## config.mk

```make
export PLATFORM = sky130hd
export DESIGN_NAME = capture_buffer_flat
export DESIGN_NICKNAME = d
export VERILOG_FILES = /design/src/rtl/capture_buffer_pkg.sv /design/src/rtl/capture_buffer_if.sv /design/src/rtl/capture_buffer_ram.sv /design/src/rtl/capture_buffer.sv /design/src/flat_wrapper.sv
export SDC_FILE = /design/constraint.sdc
export NUM_CORES = 2
export LEC_CHECK = 0
export ABC_CLOCK_PERIOD_IN_PS = 3100
export CAP_MARGIN = 10
export CORE_UTILIZATION = 25
export CTS_CLUSTER_SIZE = 40
export DETAILED_ROUTE_END_ITERATION = 8
export SLEW_MARGIN = 30
export SYNTH_ARGS = -nofsm -noshare
export SYNTH_HDL_FRONTEND = slang
export SYNTH_HIERARCHICAL = 1
export SYNTH_SLANG_ARGS = --single-unit
```

## constraint.sdc

```tcl
create_clock -name i_clk -period 3.1 [get_ports i_clk]
set_input_delay 0.31 -clock i_clk [delete_from_list [all_inputs] [get_ports i_clk]]
set_output_delay 0.31 -clock i_clk [all_outputs]
set_load 0.03 [all_outputs]
```

## src/rtl/capture_buffer_pkg.sv

```systemverilog
// Shared definitions for the scope capture path: FSM state encoding and the readout header word.
package scope_pkg;

    typedef enum logic [2:0] {
        ST_FILL    = 3'd0,
        ST_ARMED   = 3'd1,
        ST_POST    = 3'd2,
        ST_READOUT = 3'd3,
        ST_DONE    = 3'd4
    } cap_state_e;

    // All-ones marker; users slice the low DATA_W bits.
    localparam logic [63:0] HEADER_WORD = {64{1'b1}};

endpackage

```

## src/rtl/capture_buffer_if.sv

```systemverilog
// Readout stream from the capture buffer to the serial transmitter (valid/ready, last marker).
interface capture_buffer_if #(
    parameter int DATA_W = 12
);
    logic [DATA_W-1:0] o_data;
    logic              o_valid;
    logic              o_last;
    logic              i_ready;

    modport master (output o_data, output o_valid, output o_last, input i_ready);
    modport slave  (input o_data, input o_valid, input o_last, output i_ready);
endinterface

```

## src/rtl/capture_buffer_ram.sv

```systemverilog
// Simple dual-port sample store with a registered read port; contents are never reset.
module capture_ram #(
    parameter int DATA_W = 12,
    parameter int DEPTH  = 256,
    localparam int AW    = $clog2(DEPTH)
) (
    input  logic              clk_i,
    input  logic              wr_en_i,
    input  logic [AW-1:0]     wr_addr_i,
    input  logic [DATA_W-1:0] wr_data_i,
    input  logic              rd_en_i,
    input  logic [AW-1:0]     rd_addr_i,
    output logic [DATA_W-1:0] rd_data_o
);
    logic [DATA_W-1:0] mem [DEPTH];
    logic [DATA_W-1:0] rd_data_p1;

    always_ff @(posedge clk_i) begin
        if (wr_en_i) mem[wr_addr_i] <= wr_data_i;
        if (rd_en_i) rd_data_p1 <= mem[rd_addr_i];
    end

    assign rd_data_o = rd_data_p1;
endmodule

```

## src/rtl/capture_buffer.sv

```systemverilog
// Pre/post-trigger sample capture with chronological valid/ready readout.
// Optional macro CAPTURE_HEADER_EN prepends one all-ones header word to each readout.
module capture_buffer
    import scope_pkg::*;
#(
    parameter int DATA_W   = 12,
    parameter int DEPTH    = 256,
    parameter int PRE_TRIG = 64
) (
    input  logic              i_clk,
    input  logic              i_RESET,
    input  logic              i_response_valid,
    input  logic [DATA_W-1:0] i_sample_data,
    input  logic              i_trigger,
    capture_buffer_if.master  rd_if,
    output logic              o_TRANSFER_DONE,
    output logic              o_armed
);
    localparam int AW = $clog2(DEPTH);
`ifdef CAPTURE_HEADER_EN
    localparam int TOTAL = DEPTH + 1;
`else
    localparam int TOTAL = DEPTH;
`endif
    localparam logic [AW-1:0] PRE_AW     = AW'(PRE_TRIG);
    localparam logic [AW-1:0] PRE_LAST   = AW'(PRE_TRIG - 1);
    localparam logic [AW-1:0] POST_LAST  = AW'(DEPTH - PRE_TRIG - 1);
    localparam logic [AW:0]   TOTAL_W    = (AW+1)'(TOTAL);
    localparam logic [AW:0]   TOTAL_LAST = (AW+1)'(TOTAL - 1);

    cap_state_e        state_q, state_d;
    logic [AW-1:0]     wr_ptr_q, wr_ptr_d;
    logic [AW-1:0]     rd_ptr_q, rd_ptr_d;
    logic [AW-1:0]     cnt_q, cnt_d;
    logic [AW:0]       rd_cnt_q, rd_cnt_d;
    logic              o_valid_q, o_valid_d;
    logic              o_last_q, o_last_d;
    logic              wr_en, rd_en, advance;
    logic [DATA_W-1:0] ram_data;
`ifdef CAPTURE_HEADER_EN
    logic              hdr_sel_q, hdr_sel_d;
`endif

    capture_ram #(.DATA_W(DATA_W), .DEPTH(DEPTH)) u_ram (
        .clk_i     (i_clk),
        .wr_en_i   (wr_en),
        .wr_addr_i (wr_ptr_q),
        .wr_data_i (i_sample_data),
        .rd_en_i   (rd_en),
        .rd_addr_i (rd_ptr_q),
        .rd_data_o (ram_data)
    );

    always_ff @(posedge i_clk) begin
        if (i_RESET) begin
            state_q   <= ST_FILL;
            wr_ptr_q  <= '0;
            rd_ptr_q  <= '0;
            cnt_q     <= '0;
            rd_cnt_q  <= '0;
            o_valid_q <= 1'b0;
            o_last_q  <= 1'b0;
`ifdef CAPTURE_HEADER_EN
            hdr_sel_q <= 1'b0;
`endif
        end else begin
            state_q   <= state_d;
            wr_ptr_q  <= wr_ptr_d;
            rd_ptr_q  <= rd_ptr_d;
            cnt_q     <= cnt_d;
            rd_cnt_q  <= rd_cnt_d;
            o_valid_q <= o_valid_d;
            o_last_q  <= o_last_d;
`ifdef CAPTURE_HEADER_EN
            hdr_sel_q <= hdr_sel_d;
`endif
        end
    end

    always_comb begin
        state_d   = state_q;
        wr_ptr_d  = wr_ptr_q;
        rd_ptr_d  = rd_ptr_q;
        cnt_d     = cnt_q;
        rd_cnt_d  = rd_cnt_q;
        o_valid_d = o_valid_q;
        o_last_d  = o_last_q;
        wr_en     = 1'b0;
        rd_en     = 1'b0;
        advance   = 1'b0;
`ifdef CAPTURE_HEADER_EN
        hdr_sel_d = hdr_sel_q;
`endif
        case (state_q)
            ST_FILL: begin
                if (i_response_valid) begin
                    wr_en    = 1'b1;
                    wr_ptr_d = wr_ptr_q + AW'(1);
                    cnt_d    = cnt_q + AW'(1);
                    if (cnt_q == PRE_LAST) state_d = ST_ARMED;
                end
            end
            ST_ARMED: begin
                if (i_response_valid) begin
                    wr_en    = 1'b1;
                    wr_ptr_d = wr_ptr_q + AW'(1);
                end
                // A coincident sample is the first post-trigger sample, so the window starts at wr_ptr.
                if (i_trigger) begin
                    rd_ptr_d = wr_ptr_q - PRE_AW;
                    rd_cnt_d = '0;
                    cnt_d    = i_response_valid ? AW'(1) : '0;
                    state_d  = (i_response_valid && POST_LAST == '0) ? ST_READOUT : ST_POST;
                end
            end
            ST_POST: begin
                if (i_response_valid) begin
                    wr_en    = 1'b1;
                    wr_ptr_d = wr_ptr_q + AW'(1);
                    cnt_d    = cnt_q + AW'(1);
                    if (cnt_q == POST_LAST) state_d = ST_READOUT;
                end
            end
            ST_READOUT: begin
                // Output register and RAM read register advance together, so a stall freezes both.
                advance = !o_valid_q || rd_if.i_ready;
                if (advance) begin
                    rd_en     = (rd_cnt_q != TOTAL_W);
                    o_valid_d = rd_en;
                    o_last_d  = rd_en && (rd_cnt_q == TOTAL_LAST);
                    if (rd_en) begin
                        rd_cnt_d = rd_cnt_q + (AW+1)'(1);
`ifdef CAPTURE_HEADER_EN
                        hdr_sel_d = (rd_cnt_q == '0);
                        if (rd_cnt_q != '0) rd_ptr_d = rd_ptr_q + AW'(1);
`else
                        rd_ptr_d = rd_ptr_q + AW'(1);
`endif
                    end
                end
                if (o_valid_q && o_last_q && rd_if.i_ready) state_d = ST_DONE;
            end
            ST_DONE: begin
                state_d = ST_FILL;
                cnt_d   = '0;
            end
            default: state_d = ST_FILL;
        endcase
    end

`ifdef CAPTURE_HEADER_EN
    assign rd_if.o_data = !o_valid_q ? '0 : (hdr_sel_q ? HEADER_WORD[DATA_W-1:0] : ram_data);
`else
    assign rd_if.o_data = o_valid_q ? ram_data : '0;
`endif
    assign rd_if.o_valid   = o_valid_q;
    assign rd_if.o_last    = o_last_q;
    assign o_TRANSFER_DONE = (state_q == ST_DONE);
    assign o_armed         = (state_q == ST_ARMED);
endmodule

```

## src/flat_wrapper.sv

```systemverilog
// flat-port wrapper written by rule: the top's interface ports become plain ports
module capture_buffer_flat import scope_pkg::*;
#(
    parameter int DATA_W   = 12,
    parameter int DEPTH    = 256,
    parameter int PRE_TRIG = 64
)
  (i_clk, i_RESET, i_response_valid, i_sample_data, i_trigger, o_TRANSFER_DONE, o_armed, rd_if_o_data, rd_if_o_valid, rd_if_o_last, rd_if_i_ready);
  capture_buffer_if #(.DATA_W(DATA_W)) rd_if_i ();
  input  logic i_clk;
  input  logic i_RESET;
  input  logic i_response_valid;
  input  logic [DATA_W-1:0] i_sample_data;
  input  logic i_trigger;
  output logic o_TRANSFER_DONE;
  output logic o_armed;
  output wire logic [$bits(rd_if_i.o_data)-1:0] rd_if_o_data;
  output wire logic [$bits(rd_if_i.o_valid)-1:0] rd_if_o_valid;
  output wire logic [$bits(rd_if_i.o_last)-1:0] rd_if_o_last;
  input wire logic [$bits(rd_if_i.i_ready)-1:0] rd_if_i_ready;
  assign rd_if_o_data = rd_if_i.o_data;
  assign rd_if_o_valid = rd_if_i.o_valid;
  assign rd_if_o_last = rd_if_i.o_last;
  assign rd_if_i.i_ready = rd_if_i_ready;
  capture_buffer #(.DATA_W(DATA_W), .DEPTH(DEPTH), .PRE_TRIG(PRE_TRIG)) u_core (.i_clk(i_clk), .i_RESET(i_RESET), .i_response_valid(i_response_valid), .i_sample_data(i_sample_data), .i_trigger(i_trigger), .rd_if(rd_if_i), .o_TRANSFER_DONE(o_TRANSFER_DONE), .o_armed(o_armed));
endmodule
```

# Word level (Yosys, flattened, before mapping)
# Memories as Yosys holds them, arrays and structs flattened. A register that Yosys moved wholly into a read port is not among the register bits.
# Cells that the tools add are included.
[totals] ff_bits=38 ramBits=3072 inputBits=17 out_inout_bits=16 wordCells=71 memories=1
[mem_list] name="u_core.u_ram.mem" depth=256 width=12 read_ports=1 rd_ports_with_merged_regs=1 write_ports=1 line_no="capture_buffer_ram.sv:15" rtl="logic [DATA_W-1:0] mem [DEPTH];"
[op_classes] n_addsub=5 eq_ne=17 n_mux=26 reduce_logical=15
[op_table] operator="$mux W8" count=5
[op_table] operator="$mux W9" count=3
[op_table] operator="$add A8 B1 Y8 const B" count=3
[op_table] operator="$pmux W8 S3" count=1
[op_table] operator="$mux W3" count=6
[op_table] operator="$pmux W9 S2" count=1
[op_table] operator="$pmux W8 S2" count=1
[op_table] operator="$mux W12" count=1
[op_table] operator="$ne A2 B1 Y1 const B" count=6
[op_table] operator="$pmux W3 S4" count=1
[op_table] operator="$add A9 B1 Y9 const B" count=1
[op_table] operator="$eq A9 B8 Y1 const B" count=1
[op_table] operator="$ne A9 B9 Y1 const B" count=1
[op_table] operator="$eq A8 B6 Y1 const B" count=1
[op_table] operator="$eq A8 B8 Y1 const B" count=1
[op_table] operator="$sub A8 B7 Y8 const B" count=1
[op_table] operator="$mux W1" count=7
[op_table] operator="$eq A3 B2 Y1 const B" count=2
[op_table] operator="$ne A2 B2 Y1 const B" count=3
[op_table] operator="$reduce_and A6 Y1" count=1
[op_table] operator="$reduce_and A2 Y1" count=2
[op_table] operator="$reduce_and A4 Y1" count=1
[op_table] operator="$eq A3 B1 Y1 const B" count=1
[op_table] operator="$eq A3 B3 Y1 const B" count=1
[op_table] operator="other kinds (9)" count=11

# Depth between registers and ports, before layout
[logic_depth] depth_word=5 mapped_depth=11 depth_no_buf=8

# Cells and area by module
# Netlist, hierarchy kept.
[modules_own_cells] module="capture_ram" instances=1 cells_each=5506 area_each_um2=118752.6 seq_area_each_um2=92608.8
[modules_own_cells] module="capture_buffer" instances=1 cells_each=257 area_each_um2=2067.0 seq_area_each_um2=760.7

# Worst setup path after synthesis
# Ideal clock, no wire load.
[synth_path] path_type="reg-to-reg" startpoint="reg u_core.state_q[0]" endpoint="mem u_core.u_ram.mem[234][0], enable pin" setup_time_ns=0.380 t_arrival_ns=2.450 t_required_ns=2.720 path_slack_ns=0.270 path_stages_with_launch=9 path_buffers=5 period_less_slack_ns=2.830 cell_sequence="dfxtp_1 > buf_4 > clkbuf_1 > a21oi_2 > clkbuf_1 > buf_1 > nand3_1 > clkbuf_1 > nor2_1"
[synth_via] elab_chain_cells=5 elab_cells_between_ends=7 classes_between="eq/ne (2); mux (3); reduce/logical (2)"
[synth_lines] element="from (decl)" line_no="capture_buffer.sv:31" rtl="cap_state_e state_q, state_d;"
[synth_lines] element="from (signal assigned)" line_no="capture_buffer.sv:67" rtl="state_q <= state_d;"
[synth_lines] element="$eq A3 B1 Y1, or another cell as far along" line_no="capture_buffer.sv:94" rtl="case (state_q)"
[synth_lines] element="$reduce_or A3 Y1 (no source line) *"
[synth_lines] element="$mux W1 *"
[synth_lines] element="via u_core.wr_en" line_no="capture_buffer.sv:38" rtl="logic wr_en, rd_en, advance;"
[synth_lines] element="$mux W1 *" line_no="capture_buffer_ram.sv:19" rtl="if (wr_en_i) mem[wr_addr_i] <= wr_data_i;"
[synth_lines] element="$mux W1 (not written as such) *" line_no="capture_buffer_ram.sv:19"
[synth_lines] element="to (decl)" line_no="capture_buffer_ram.sv:15"
# The timed path passes the listed nets; every way through them passes the cells marked *.

==> results.toml <==
[worst_setup_path]
crit_slowest_cell = "nor4_4"
path_buf_inv = 5
start_kind = "register"
worst_path_largest_cell_delay_ps = 580
r2r_cells = 10
cp_max_fo = 11
crit_arrival_ps = 3830
crit_type = "register to register"
cp.depth = 10
crit_family = "buffers and inverters"
worstSetupEndpointType = "register"
path_cells = "buf_12 -> buf_12 -> buf_16 -> buf_16 -> mux4_2 -> a22oi_2 -> a21oi_4 -> nor4_4 -> buf_4 -> nor4b_2"
ff2ff_setup_slack_ps = -70
critPathRequiredTime_ps = 3760

[timing]
slew_headroom_pct = 29.55
fin_crit_sh_pct = 102.4
clock_skew_ps = 75.47
hold_viol = 0
min_period_ps = 3174
setup_viol = 7
setup_ws_ps = -73.80
drv_slew = 0
grt_setup_unrepaired = "true"
tightest_slew_ps = 1057
setup_tns_ps = -306.2
max_freq_ghz = 0.3151
whs_ps = 30.74

[worst_hold_path]
hold_path_class = "input port to register"
hold_depth = 1

[global_route]
grt_max_degree = 117
antenna_found_initial = 23
grt_pass1_wl_mm = 475.7
grt_usage_pct = 13.33
grt_overflow_total = 0
grt_pass1_vias = 62990

[cts]
cts.path.max_buffers = 4
cts_sinks = 3122
insertion_delay_ps = 920
cts_tree = "built"
clk_pin_slew_ps = 60
h-tree-depth = 5
cts_buffers = 327
cts_root_buf = "clkbuf_16"

[layout]
areaGrowthSynthToFinish_pct = 21.69
drive_gt1_share_pct = 30.28
utilization_pct = 30.64
nets = 6601
final.fill_count = 46030
stdcell_area_um2 = 147000

[floorplanning]
core_um2 = 479900
fp-row-count = 254
initial_core_util_pct = 25.18
dieArea_um2 = 486100
die_x_um = 697.2
die_h_um = 697.2
num_io_pins = 33

[logic_synthesis]
yosysUniqueCellTypes = 76
yosys_warnings = 6
synth_area_leader_cell = "edfxtp_1"
synthTopCellsByCount = "edfxtp_1 (3084), mux4_2 (636), nor2_1 (344), mux2i_1 (227), a22oi_1 (216)"
syn-cell-area_um2 = 120800
ys_seq_elements = 3122
seq_area_frac_synth_pct = 77.28
ys_async_sr_fraction_pct = 0
synthFlopType = "edfxtp_1"
syn_nets = 5786
avgSynthCellArea_um2 = 20.96
yosysTopAreaCellShare_pct = 76.65
synth_area_leaders = "edfxtp_1 (77%), mux4_2 (12%), mux2i_1 (1.9%), a22oi_1 (1.3%), nor2_1 (1.1%)"
syn_inst = 5763
synth.most_common_cell = "edfxtp_1"
synth_enable_flop_cells = 3084

[placement]
dp_hpwl_mm = 213.3
gp_congestion = 0.8839
place_area_um2 = 135000
portBuffers = 32

[flow_run]
maxCapViolCount = 0

[routing]
wl_mm = 337.0
vias = 63230
dr.pass1.iters = 6
drc_errors = 0
avgRoutedWirePerCell_um = 25.42
viasPerCell = 4.770
drt_iter0_markers = 7869
postRouteAntennaNets = 0

[outcome]
violations = "negative setup slack"
outcome = "finished with violations"

[power_and_ir_drop]
comb_power_share_pct = 1.4
pwr-share-seq_pct = 53.9
power_leakage_uw = 0.04414
p_int_uw = 68590
p_per_area_nw_per_um2 = 585.2
peakVddDrop_uv = 442.9
p_switching_uw = 17450
clock_power_share_pct = 44.7
switching_share_pct = 20.28
==> cell type report <==
cell class / count / area, µm² / area share, %
Multi-Input combinational cell: 2283 / 25980 / 17.67
Timing Repair Buffer: 836 / 9116 / 6.200
Clock buffer: 413 / 8632 / 5.871
Antenna cell: 8 / 20.02 / 0.01362
Sequential cell: 3122 / 93390 / 63.52
Tap cell: 6400 / 8008 / 5.446
Inverter: 8 / 32.53 / 0.02213
Clock inverter: 185 / 1858 / 1.264
==> kinds of logic (layout without fill, tap and decap cells) <==
kind of cell    after synthesis  count (layout)  share of synthesized area (%)
flops                      3122            3122                          77.28
mux                         898             898                          14.06
buf+inv                     358            1442                          1.868
compound gates              690             690                          3.969
xor+xnor                     15              15                         0.1087
simple gates                674             674                          2.649
fa+ha+maj                     6               6                        0.06213
other cells                   0               8                              0
==> sequential cells by signal, summed over array words and instances, names as in the netlist <==
signal                  count
u_core/u_ram/mem         3072
u_core/u_ram/rd_data_o     12
u_core/rd_cnt_q             9
u_core/cnt_q                8
u_core/rd_ptr_q             8
u_core/wr_ptr_q             8
u_core/state_q              3
u_core/rd_if.o_last         1
u_core/rd_if.o_valid        1
==> layer usage <==
layer	vias to the layer above	routed length [µm]	global-route usage (%)
met4	16	11050	4.182
met5	-	171	0
met3	539	28290	2.454
met1	33850	137000	18.09
met2	2917	160500	21.68
li1	25900	-	-
==> what timing repair did <==
| item | CTS | global route |
|---|---|---|
| gates resized for setup | 124 | 55 |
| pin swaps | 9 | 18 |
| hold endpoints to repair | 435 | 33 |
| hold buffers | 10 | 1 |
| gates cloned | 7 | 5 |
| endpoints found under the setup margin | 18 | 14 |
| buffers inserted | 5 | 15 |
==> per-stage QoR <==
step	setup slack, ps	instances	total power, µW
floorplan	269.6	5763	47430
global placement	-937.7	12610	48390
detailed placement	-645.0	12610	48470
CTS	-44.63	13230	86660
global route	-104.0	13250	88230
finish	-73.80	13260	86040
==> worst paths after layout <==
| path | startpoint | to |
|---|---|---|
| worst max register to register | u_core/rd_ptr_q[0] | u_core/u_ram/rd_data_o[9] |
| worst max-delay path | u_core/rd_ptr_q[0] | u_core/u_ram/rd_data_o[9] |
| worst min-delay path | i_sample_data[9] | u_core/u_ram/mem[202][9] |
| worst min register to register | u_core/cnt_q[7] | u_core/cnt_q[7] |
==> layout by cell type (no fill, tap or decap), types with 45 or more instances in the layout <==
| cell | synthesis | routed |
|---|---|---|
| clkinv_1 | 1 | 69 |
| mux4_2 | 636 | 636 |
| buf_4 | 35 | 580 |
| clkinv_2 | 0 | 53 |
| buf_12 | 16 | 170 |
| a21oi_1 | 140 | 118 |
| nor2_1 | 344 | 339 |
| mux2i_1 | 227 | 224 |
| o221ai_1 | 53 | 45 |
| nand2_1 | 63 | 62 |
| a22oi_1 | 216 | 200 |
| clkbuf_1 | 158 | 79 |
| clkbuf_16 | 0 | 337 |
| edfxtp_1 | 3084 | 3084 |
| nand3_1 | 47 | 47 |
| o22ai_1 | 88 | 85 |
==> power by group through the flow <==
stage	clock [µW]	sequential (µW)	combinational, µW
6_report	38400	46400	1190
5_1_grt	40600	46400	1250
4_1_cts	39100	46400	1190
3_5_place_dp	0	47300	1170
3_3_place_gp	0	47300	1100
2_1_floorplan	0	47300	125
Note: power is estimated with default switching activity, not from simulation.
